===== src/rtl/jtframe_sig_pkg.sv =====
// Shared constants and FSM state type for the frame-signature block.
package jtframe_sig_pkg;

    localparam logic [15:0] CRC_POLY = 16'h1021;
    localparam logic [15:0] CRC_INIT = 16'hFFFF;

    typedef enum logic {
        SYNC   = 1'b0,
        ACTIVE = 1'b1
    } sig_state_e;

endpackage


===== src/rtl/jtframe_crc16_step.sv =====
// One parallel CRC-16-CCITT update over a DW-bit word, MSB shifted in first.
module jtframe_crc16_step
    import jtframe_sig_pkg::*;
#(
    parameter int DW = 12
) (
    input  logic [15:0]   crc_in,
    input  logic [DW-1:0] data,
    output logic [15:0]   crc_out
);

    logic [15:0] w_crc;

    // Unrolled bit-serial LFSR: each data bit, MSB first, is XORed into the feedback tap
    always_comb begin
        w_crc = crc_in;
        for (int i = DW - 1; i >= 0; i--) begin
            if (w_crc[15] ^ data[i]) begin
                w_crc = {w_crc[14:0], 1'b0} ^ CRC_POLY;
            end else begin
                w_crc = {w_crc[14:0], 1'b0};
            end
        end
        crc_out = w_crc;
    end

endmodule


===== src/rtl/jtframe_frame_sig.sv =====
// Frame signature: CRC-16 over active pixels plus active geometry, published once per frame.
//
// sig_valid is a one-clk strobe with no back-pressure: on the cycle it is high,
// frame_cnt/sig_crc/sig_w/sig_h/geom_err carry the new frame's values, and they
// then hold unchanged until the next strobe. The FSM state is held in r_state.
module jtframe_frame_sig
    import jtframe_sig_pkg::*;
#(
    parameter int CW  = 4,
    parameter int FCW = 32,
    parameter int GW  = 9
) (
    input  logic           clk,
    input  logic           rst_n,
    input  logic           pxl_cen,
    input  logic           pxl_hb,
    input  logic           pxl_vb,
    input  logic [CW-1:0]  red,
    input  logic [CW-1:0]  green,
    input  logic [CW-1:0]  blue,
    output logic [FCW-1:0] frame_cnt,
    output logic [15:0]    sig_crc,
    output logic [GW-1:0]  sig_w,
    output logic [GW-1:0]  sig_h,
    output logic           geom_err,
    output logic           sig_valid
);

    sig_state_e     r_state;
    logic           r_hb_l;
    logic           r_vb_l;
    logic [15:0]    r_crc;
    logic [GW-1:0]  r_h;
    logic [GW-1:0]  r_w_cur;
    logic [GW-1:0]  r_w_ref;
    logic           r_first;
    logic           r_err;

    logic [FCW-1:0] r_frame_cnt;
    logic [15:0]    r_sig_crc;
    logic [GW-1:0]  r_sig_w;
    logic [GW-1:0]  r_sig_h;
    logic           r_geom_err;
    logic           r_sig_valid;

    logic [15:0]    w_crc_next;
    logic           w_pix_act;
    logic           w_hb_rise;
    logic           w_vb_rise;
    logic           w_vb_fall;
    logic           w_line_close;
    logic [GW-1:0]  w_h_next;
    logic [GW-1:0]  w_w_ref_next;
    logic [GW-1:0]  w_w_cur_inc;
    logic           w_err_next;

    jtframe_crc16_step #(
        .DW (3 * CW)
    ) u_crc (
        .crc_in  (r_crc),
        .data    ({red, green, blue}),
        .crc_out (w_crc_next)
    );

    // Edge decode and next-value terms; only meaningful on a pxl_cen sample.
    // A line closing on the same sample as vb rising still counts, because the
    // line belongs to the frame: the "not in vblank" test uses the registered vb.
    always_comb begin
        w_pix_act    = ~pxl_hb & ~pxl_vb;
        w_hb_rise    = pxl_hb & ~r_hb_l;
        w_vb_rise    = pxl_vb & ~r_vb_l;
        w_vb_fall    = ~pxl_vb & r_vb_l;
        w_line_close = w_hb_rise & ~r_vb_l & (r_w_cur != '0);
        w_w_cur_inc  = (r_w_cur == '1) ? r_w_cur : r_w_cur + GW'(1);
        w_h_next     = r_h;
        w_w_ref_next = r_w_ref;
        w_err_next   = r_err;
        if (w_line_close) begin
            w_h_next = (r_h == '1) ? r_h : r_h + GW'(1);
            if (r_first) begin
                w_w_ref_next = r_w_cur;
            end else if (r_w_cur != r_w_ref) begin
                w_err_next = 1'b1;
            end
        end
    end

    // Blank history for edge detection, advancing only with the pixel enable
    always_ff @(posedge clk or negedge rst_n) begin
        if (!rst_n) begin
            r_hb_l <= 1'b0;
            r_vb_l <= 1'b0;
        end else if (pxl_cen) begin
            r_hb_l <= pxl_hb;
            r_vb_l <= pxl_vb;
        end
    end

    // FSM with frame accumulation and registered publish outputs
    always_ff @(posedge clk or negedge rst_n) begin
        if (!rst_n) begin
            r_state     <= SYNC;
            r_crc       <= CRC_INIT;
            r_h         <= '0;
            r_w_cur     <= '0;
            r_w_ref     <= '0;
            r_first     <= 1'b1;
            r_err       <= 1'b0;
            r_frame_cnt <= '0;
            r_sig_crc   <= '0;
            r_sig_w     <= '0;
            r_sig_h     <= '0;
            r_geom_err  <= 1'b0;
            r_sig_valid <= 1'b0;
        end else begin
            r_sig_valid <= 1'b0;
            if (pxl_cen) begin
                case (r_state)
                    SYNC: begin
                        if (w_vb_fall) begin
                            r_crc   <= CRC_INIT;
                            r_h     <= '0;
                            r_w_cur <= '0;
                            r_w_ref <= '0;
                            r_first <= 1'b1;
                            r_err   <= 1'b0;
                            r_state <= ACTIVE;
                        end
                    end
                    ACTIVE: begin
                        if (w_pix_act) begin
                            r_crc   <= w_crc_next;
                            r_w_cur <= w_w_cur_inc;
                        end
                        if (w_line_close) begin
                            r_h     <= w_h_next;
                            r_w_ref <= w_w_ref_next;
                            r_first <= 1'b0;
                            r_err   <= w_err_next;
                            r_w_cur <= '0;
                        end
                        if (w_vb_rise) begin
                            r_sig_crc   <= r_crc;
                            r_sig_w     <= w_w_ref_next;
                            r_sig_h     <= w_h_next;
                            r_geom_err  <= w_err_next;
                            r_frame_cnt <= r_frame_cnt + FCW'(1);
                            r_sig_valid <= 1'b1;
                            r_state     <= SYNC;
                        end
                    end
                endcase
            end
        end
    end

    assign frame_cnt = r_frame_cnt;
    assign sig_crc   = r_sig_crc;
    assign sig_w     = r_sig_w;
    assign sig_h     = r_sig_h;
    assign geom_err  = r_geom_err;
    assign sig_valid = r_sig_valid;

endmodule


===== config.mk =====
export PLATFORM = sky130hd
export DESIGN_NAME = jtframe_frame_sig
export DESIGN_NICKNAME = d
export VERILOG_FILES = /design/src/rtl/jtframe_sig_pkg.sv /design/src/rtl/jtframe_crc16_step.sv /design/src/rtl/jtframe_frame_sig.sv
export SDC_FILE = /design/constraint.sdc
export NUM_CORES = 1
export LEC_CHECK = 0
export CAP_MARGIN = 20
export CORE_MARGIN = 2
export CORE_UTILIZATION = 55
export CTS_CLUSTER_DIAMETER = 100
export DETAILED_ROUTE_END_ITERATION = 8
export PLACE_DENSITY_LB_ADDON = 0.3
export SLEW_MARGIN = 20
export SYNTH_ARGS = -nofsm -noshare
export SYNTH_HDL_FRONTEND = slang
export SYNTH_SLANG_ARGS = --single-unit

===== constraint.sdc =====
create_clock -name clk -period 4.5 [get_ports clk]
set_input_delay 0.9 -clock clk [delete_from_list [all_inputs] [get_ports clk]]
set_output_delay 0.9 -clock clk [all_outputs]
set_load 0.005 [all_outputs]

## Yosys cells after proc, flatten, opt, wreduce, memory -nomap -nowiden

Index checks and enable logic that the tools add are counted.

- Bits in registers: 116
- Bits of input ports: 17
- Output and inout bits: 68
- Logic and storage cells: 109

- Add/subtract/negate cells: 3
- Equal/unequal tests: 8
- Mux-type cells: 43
- Bitwise operators: 35
- Reductions and logical operators: 5

Operators by type and width:

| operator | number |
|---|---|
| two-way mux 13 bit | 12 |
| two-way mux 9 bit | 10 |
| one-hot mux 9 bit (2 select lines) | 3 |
| NOT 3 bit | 12 |
| adder 32 x 1 -> 32 bit (second input constant) | 1 |
| two-way mux 16 bit | 2 |
| one-hot mux 16 bit (2 select lines) | 1 |
| adder 9 x 1 -> 9 bit (second input constant) | 2 |
| == test 9 bit (second input constant) | 2 |
| two-way mux 1 bit | 12 |
| XOR 1 bit | 12 |
| != test 9 bit | 1 |
| AND reduction 3 bit | 3 |
| nonzero test 9 bit | 1 |
| bitwise AND 1 bit | 6 |
| one-hot mux 1 bit (2 select lines) | 3 |
| NOT 1 bit | 5 |
| != test 2 x 1 -> 1 bit (second input constant) | 2 |
| AND reduction 4 bit | 1 |
| != test 3 x 1 -> 1 bit (second input constant) | 1 |
| != test 3 bit (second input constant) | 1 |
| != test 2 bit (second input constant) | 1 |

## Logic depth before layout (Yosys ltp)

Gate-level depths: netlist of run 1.

- Word-level depth: 26
- Gate-level depth with buffers: 10

## Modules after synthesis

From an unflattened synthesis of run 1, not the netlist that was laid out.

- Cell total of the unflattened synthesis: 566
- Area, all modules: 5850.6 um^2

By module, submodules not included:

| module | instances | cells an instance | area each (um^2) | sequential area each (um^2) |
|---|---|---|---|---|
| jtframe_frame_sig | 1 | 529 | 5451.5 | 2924.1 |
| jtframe_crc16_step | 1 | 37 | 399.1 | 0.0 |

## Worst setup path before layout of run 1

Ideal clock, no wire load.

- Path type: input-to-reg
- Start point: input port pxl_cen
- End point: register r_w_cur[5]
- Setup time: 0.119 ns
- Arrival time: 2.164 ns
- Data required time: 4.381 ns
- Setup slack: 2.217 ns
- Stages on the path: 6
- Path buffers: 1
- Path through: buf_2 nand2b_1 or4_1 nor3_1 xnor2_1 nor2_1

- Word-level cells in the longest chain between the ends: 1

Ends and longest elaborated chain:

| what | line | RTL |
|---|---|---|
| start, declared | jtframe_frame_sig.sv:15 | `input logic pxl_cen,` |
| AND reduction 4 bit (no source line) | n/a |  |
| end signal, assigned | jtframe_frame_sig.sv:133 | `r_w_cur <= w_w_cur_inc;` |
| end, declared | jtframe_frame_sig.sv:34 | `logic [GW-1:0] r_w_cur;` |

Every way passes these cells.
A chain may end at the register's enable or synchronous reset.

## Final worst setup path of run 1

- Start point: input port pxl_hb
- End point: register r_w_ref[4]

- Word-level cells in the longest chain between the ends: 6

Ends and longest elaborated chain:

| what | line | RTL |
|---|---|---|
| start, declared | jtframe_frame_sig.sv:16 | `input logic pxl_hb,` |
| bitwise AND 1 bit (*) | jtframe_frame_sig.sv:70 | `w_hb_rise = pxl_hb & ~r_hb_l;` |
| bitwise AND 1 bit (*) (2 in a row) | jtframe_frame_sig.sv:73 | `w_line_close = w_hb_rise & ~r_vb_l & (r_w_cur != '0);` |
| two-way mux 9 bit | jtframe_frame_sig.sv:78 | `if (w_line_close) begin` |
| two-way mux 9 bit | jtframe_frame_sig.sv:135 | `if (w_line_close) begin` |
| one-hot mux 9 bit (2 select lines) | jtframe_frame_sig.sv:118 | `case (r_state)` |
| end signal, assigned | jtframe_frame_sig.sv:137 | `r_w_ref <= w_w_ref_next;` |
| end, declared | jtframe_frame_sig.sv:35 | `logic [GW-1:0] r_w_ref;` |

Mark *: on every way between the ends. The rest lies on a longest branch, timed or not. The select of a mux whose other input is x is not followed.

==> impl_metrics.yaml, run 1 <==
setup_path:
  worstPathCellList: "clkdlybuf4s50_1 > nor3b_1 > o21ai_1 > nor2_1 > a21o_1 > a22o_1"
  critPathKind: "in -> reg"
  critical_path.endpoint: "r_w_ref[4]$_DFFE_PN0P_"
  end_kind: "flip-flop"
  required_ns: 4.96
  rr_startpoint: "r_w_cur[1]$_DFFE_PN0P_"
  critPathMaxFanout: 11
  cp_slowest_cell: "nor2_1"
  slowest_delay_ns: 0.63
  critPathArrivalTime_ns: 3.26
  start_kind: "input port"
  r2r_slack_ns: 1.93
  setup.worst_path.start: "pxl_hb"
  timing.rr.end: "r_w_ref[4]$_DFFE_PN0P_"
  r2r_cells: 7
floorplan:
  fp-row-count: 36
  start_util: 0.568
  die_w_um: 104
  die_y_um: 104
  io_pins: 85
  core_area_mm2: 0.00977
  die_area_mm2: 0.0109
placement:
  portBuffers: 84
  dp_hpwl_um: 8500
  gp_congestion: 0.855
clock_tree:
  cts_buffer_depth: 2
  post_cts_buffers: 0
  cts.sinks: 116
  clkLatencyLatePin_ns: 0.52
  cts.clk_slew.worst_paths_ns: 0.06
  cts_resized: 0
  cts_hold_buf: 0
  cts_tree: "built"
  cts_max_level: 4
  cts_buffers: 17
  cts_root_buf: "clkbuf_8"
route:
  drtIter0Drc: 182
  via_per_inst: 5.56
  route.final.wire_length_um: 13000
  vias: 4317
  drt-wirelength-per-cell_um: 16.8
  ant_nets: 0
  remaining_drc_errors: 0
  first_pass_iters: 5
layout:
  area_growth_pct: 27.8
  final_util: 0.726
  antenna_cells: 0
  nFillCells: 659
  nets: 652
  drive_gt1_frac: 0.0949
synth:
  yosys_most_used_dff: "dfrtp_1"
  ys_types: 47
  synth.avg_cell_area_um2: 10.1
  yosys_warnings: 0
  syn_nets: 570
  synth_top_area_frac: 0.446
  synthTopCellsByArea: "dfrtp_1, dfstp_2, xnor2_1"
  synth_area_mm2: 0.00555
  ys_seq_elements: 116
  yosys.area.top_type: "dfrtp_1"
  postSynthCellCount: 548
  synth_edf_count: 0
  yosysSeqAreaShare: 0.527
  async_flop_share: 1.00
sta:
  final-hold-violation-count: 0
  holdWs_ns: 0.425
  tightest_slew_ns: 1.03
  drv_slew: 0
  min_period_ns: 2.80
  slew_headroom: 0.314
  finalSetupViolations: 0
  tns_ns: 0
  clock_skew_ns: 0.00683
  rsz0062_at_grt: "false"
  fmax_mhz: 357
  final.period_utilization: 0.622
status:
  status: "finished clean"
global_routing:
  gr-total-overflow: 0
  groute.usage.overall: 0.249
  antenna_found_initial: 0
  grt_pass1_vias: 4394
  grt_max_degree: 59
  grt_pass1_wl_um: 21500
power:
  p_leak_nw: 3.21
  ir_worst_vdd_mv: 0.258
  p_per_area_mw_per_mm2: 525
hold_path:
  worstHoldPathType: "in -> async"
job:
  cap_violations: 0
==> synth_stat cells, types with 2 or more instances <==
master and instances:
o21ai_0 26, a21oi_1 22, mux2i_1 10, buf_4 2, a22o_1 9, o21ai_1 3
nor2_2 2, xor2_1 36, buf_6 4, and4_1 6, nor3_1 7, dfrtp_1 99
nor2_1 35, o22a_1 3, xnor2_1 50, nand3_1 19, dfstp_2 17, nor3b_1 2
ha_1 5, a311oi_1 2, and3_1 11, a31oi_1 7, buf_2 3, nor4_1 3
and2_1 5, nand4b_1 2, nand2b_1 3, clkbuf_1 17, nand2_1 99, nand4_1 12
a21o_1 4, inv_1 8
==> flip-flops by register name (all words and copies together) (netlist names), 9 cells and up <==
| name | flops |
|---|---|
| sig_h | 9 |
| sig_w | 9 |
| r_w_ref | 9 |
| sig_crc | 16 |
| r_h | 9 |
| frame_cnt | 32 |
| r_crc | 16 |
| r_w_cur | 9 |
==> cells in the final DEF, fill, tap and decap left out, types with 9 or more instances in the layout <==
cell,synthesis,final
a21oi_1,22,22
a22o_1,9,9
and3_1,11,11
clkbuf_16,0,16
clkdlybuf4s50_1,0,83
dfrtp_1,99,99
dfstp_2,17,17
mux2i_1,10,10
nand2_1,99,99
nand3_1,19,19
nand4_1,12,12
nor2_1,35,35
o21ai_0,26,26
xnor2_1,50,50
xor2_1,36,36
==> metrics by stage <==
| stage | worst slack, ns | instances | power (W) | cell area, um2 |
|---|---|---|---|---|
| 6_report | 1.70 | 776 | 0.00372 | 7100 |
| 5_1_grt | 1.47 | 776 | 0.00388 | 7100 |
| 4_1_cts | 1.78 | 776 | 0.00374 | 7100 |
| 3_5_place_dp | 1.25 | 744 | 0.00226 | 6450 |
| 3_3_place_gp | 1.36 | 744 | 0.00222 | 6450 |
| 2_1_floorplan | 2.22 | 548 | 0.00192 | 5550 |
==> final cells by class <==
type                            count  area (um2)  area share
Tap cell                          133         166      0.0234
Inverter                            8        30.0     0.00423
Sequential cell                   116        2920       0.412
Multi-Input combinational cell    398        2460       0.346
Clock inverter                      8         171      0.0242
Clock buffer                       24         470      0.0663
Timing Repair Buffer               89         876       0.123
==> worst max-delay path: cells and delay by family <==
family / cells / cell delay, ns
buffers and inverters: 1 / 0.54
AO/OA/AOI/OAI: 3 / 0.76
AND/OR/NAND/NOR: 2 / 1.05
==> report_power, final <==
group / internal (W) / total, W / switching [W] / leakage, nW
combinational: 0.000462 / 0.000880 / 0.000419 / 1.39
sequential: 0.00124 / 0.00138 / 0.000138 / 1.51
clock: 0.00100 / 0.00146 / 0.000463 / 0.309
==> worst min path at each step <==
stage / from / to / slack [ns] / cells past startpoint
after floorplan: r_err$_DFFE_PN0P_ / r_err$_DFFE_PN0P_ / 0.46 / 2
after global placement: frame_cnt[31]$_DFFE_PN0P_ / frame_cnt[31]$_DFFE_PN0P_ / 0.46 / 1
after detailed placement: frame_cnt[31]$_DFFE_PN0P_ / frame_cnt[31]$_DFFE_PN0P_ / 0.46 / 1
after CTS: rst_n / frame_cnt[25]$_DFFE_PN0P_ / 0.45 / 1
after global routing: rst_n / frame_cnt[19]$_DFFE_PN0P_ / 0.49 / 1
final: rst_n / frame_cnt[17]$_DFFE_PN0P_ / 0.42 / 1
==> cell families after synthesis <==
logic type | count (synthesis) | synth area share
AO/OA/AOI/OAI | 83 | 0.0951
AND/OR/NAND/NOR | 213 | 0.181
XOR/XNOR | 86 | 0.136
multiplexers | 11 | 0.0201
adder cells (fa/ha/maj) | 5 | 0.0113
flip-flops | 116 | 0.527
buffers and inverters | 34 | 0.0304
==> per-layer routing <==
| layer | up-vias | part of all wire | track usage |
|---|---|---|---|
| li1 | 2037 | - | - |
| met1 | 2124 | 0.42 | 0.319 |
| met2 | 131 | 0.50 | 0.408 |
| met3 | 25 | 0.055 | 0.0602 |
| met4 | 0 | 0.020 | 0.102 |
| met5 | - | 0 | 0 |
No activity file was read; power rests on OpenSTA's default activity.
==> inputs of run 2 (changes only) <==
--- a/config.mk
+++ b/config.mk
@@ -7,7 +7,7 @@
 export LEC_CHECK = 0
 export CAP_MARGIN = 20
 export CORE_MARGIN = 2
-export CORE_UTILIZATION = 55
+export CORE_UTILIZATION = 54
 export CTS_CLUSTER_DIAMETER = 100
 export DETAILED_ROUTE_END_ITERATION = 8
 export PLACE_DENSITY_LB_ADDON = 0.3
==> constraint.sdc (replaced) <==
create_clock -name clk -period 2.7 [get_ports clk]
set_input_delay 0.54 -clock clk [delete_from_list [all_inputs] [get_ports clk]]
set_output_delay 0.54 -clock clk [all_outputs]
set_load 0.005 [all_outputs]
==> run 2 against run 1 <==
Against the previous run: final area barely moved; worst hold slack got worse by 0.37 ns; total power rose by 54%; clock power rose by 36%; non-clock buffer count rose by 12; clock-buffer cell count fell by 6; first-iteration DRC count rose by 27%; largest cell class unchanged.
==> impl_metrics.yaml, run 2 (synthesis results as in run 1) <==
status:
  status: "finished clean"
sta:
  clock_skew_ns: 0.00851
  final-hold-violation-count: 0
  tightest_slew_ns: 0.655
  final.period_utilization: 0.860
  fmax_mhz: 431
  slew_headroom: 0.563
  finalSetupViolations: 0
  tns_ns: 0
  drv_slew: 0
  min_period_ns: 2.32
  rsz0062_at_grt: "false"
power:
  p_switching_w: 0.00174
  p_per_area_mw_per_mm2: 810
  swShare: 0.302
  pwr-share-comb: 0.255
  ir_worst_vdd_mv: 0.403
  clockPowerShare: 0.346
  p_leak_nw: 3.21
  p_int_w: 0.00401
  p_seq_frac: 0.399
placement:
  portBuffers: 84
  gp_congestion: 0.903
  place_inst: 759
  dp_hpwl_um: 8900
clock_tree:
  post_cts_buffers: 0
  cts_buffer_depth: 2
  cts_root_buf: "clkbuf_8"
  clkLatencyLatePin_ns: 0.51
  cts.clk_slew.worst_paths_ns: 0.06
  cts_tree: "built"
  cts_buffers: 17
  cts_resized: 0
  cts.sinks: 116
  cts_hold_buf: 0
  cts_max_level: 4
global_routing:
  gr-total-overflow: 0
  antenna_found_initial: 0
  grt_use_met2: 0.391
  grt_use_met3: 0.0588
  use_met1: 0.312
  grt_pass1_vias: 4314
  busiest_layer: "met2"
  grt_max_degree: 52
  groute.usage.overall: 0.238
  grt_pass1_wl_um: 20900
route:
  route.final.wire_length_um: 12600
  vias: 4315
  drtIter0Drc: 231
  via_per_inst: 5.46
  drt-wirelength-per-cell_um: 15.9
  remaining_drc_errors: 0
  ant_nets: 0
  first_pass_iters: 5
setup_path:
  start_kind: "flip-flop"
  slowest_delay_ns: 0.49
  critPathTopFamily: "simple AND/OR/NAND/NOR gates"
  worstPathCellList: "inv_1 > ha_1 > or4b_4 > o21a_4 > nand2_1 > buf_4 > mux2i_1 > o21ai_0"
  critPathKind: "reg -> reg"
  required_ns: 3.08
  cp_slowest_cell: "or4b_4"
  critPathArrivalTime_ns: 2.70
  path_buf_inv: 2
  critPathMaxFanout: 15
  end_kind: "flip-flop"
floorplan:
  io_pins: 85
  start_util: 0.548
  fp-row-count: 37
  core_area_mm2: 0.0101
  die_y_um: 105
  die_w_um: 105
  die_area_mm2: 0.0111
layout:
  mostFrequentLayoutCells: "nand2_1, dfrtp_1, clkdlybuf4s50_1"
  final_cells: 791
  area_growth_pct: 27.8
  largest_register_ffs: 32
  nets: 664
  drive_gt1_frac: 0.118
  antenna_cells: 0
job:
  cap_violations: 0
hold_path:
  worstHoldPathType: "in -> async"
[run 2: cell types whose count changed in the layout (fill, tap and decap cells not counted), sizes merged]
cell / before / now
bufinv: 5 / 0
buf: 6 / 18
inv: 8 / 10
clkinvlp: 1 / 7
clkbuf: 24 / 18
clkinv: 2 / 5
[run 2: worst reg2reg max path, stage by stage, from the launching register on]
cell and delay (ns):
dfrtp_1 0.45, inv_1 0.12, ha_1 0.15, or4b_4 0.49
o21a_4 0.29, nand2_1 0.14, buf_4 0.23, mux2i_1 0.22
o21ai_0 0.09
[run 2: area by class of cell]
cell class,count,area [um2]
clock buffers,18,428
clock inverters,14,106
fillers,742,3040
inverters,8,30.0
multi-input cells,398,2460
flip-flops and latches,116,2920
well taps,136,170
repair buffers,101,978
[run 2: through the flow]
| step | hold slack, ns | instance area [um2] | worst slack, ns | utilization | total power, W |
|---|---|---|---|---|---|
| 2_1_floorplan | 0.244 | 5550 | 0.605 | - | 0.00321 |
| 3_3_place_gp | 0.452 | 6560 | 0.274 | 0.647 | 0.00373 |
| 3_5_place_dp | 0.462 | 6560 | 0.176 | 0.647 | 0.00378 |
| 4_1_cts | 0.0671 | 7100 | 0.374 | 0.700 | 0.00578 |
| 5_1_grt | 0.0838 | 7100 | 0.249 | 0.700 | 0.00604 |
| 6_report | 0.0528 | 7100 | 0.379 | 0.700 | 0.00574 |
[run 2: worst paths after layout]
kind | end | slack, ns | from | cells past startpoint
min reg2reg | sig_crc[7]$_DFFE_PN0P_ | 0.47 | sig_crc[7]$_DFFE_PN0P_ | 2
min in group clk | sig_crc[7]$_DFFE_PN0P_ | 0.47 | sig_crc[7]$_DFFE_PN0P_ | 2
min | frame_cnt[19]$_DFFE_PN0P_ | 0.05 | rst_n | 1
max in group asynchronous | r_crc[0]$_DFFE_PN1P_ | 1.89 | rst_n | 2
max reg2reg | sig_w[2]$_DFFE_PN0P_ | 0.38 | r_w_cur[1]$_DFFE_PN0P_ | 8
max | sig_w[2]$_DFFE_PN0P_ | 0.38 | r_w_cur[1]$_DFFE_PN0P_ | 8
[run 2: power by group through the flow]
stage | Sequential, W | Clock [W] | Combinational, W
global placement | 0.00230 | 0 | 0.00142
global route | 0.00233 | 0.00210 | 0.00161
finish | 0.00229 | 0.00199 | 0.00147
floorplan | 0.00227 | 0 | 0.000937
CTS | 0.00229 | 0.00201 | 0.00148
detailed placement | 0.00232 | 0 | 0.00146
[run 2: per-layer routing]
layer | part of all wire | up-vias | wire length [um]
met3 | 0.044 | 18 | 550
met2 | 0.51 | 113 | 6350
li1 | - | 2045 | -
met5 | 0 | - | 0
met1 | 0.43 | 2139 | 5450
met4 | 0.016 | 0 | 201
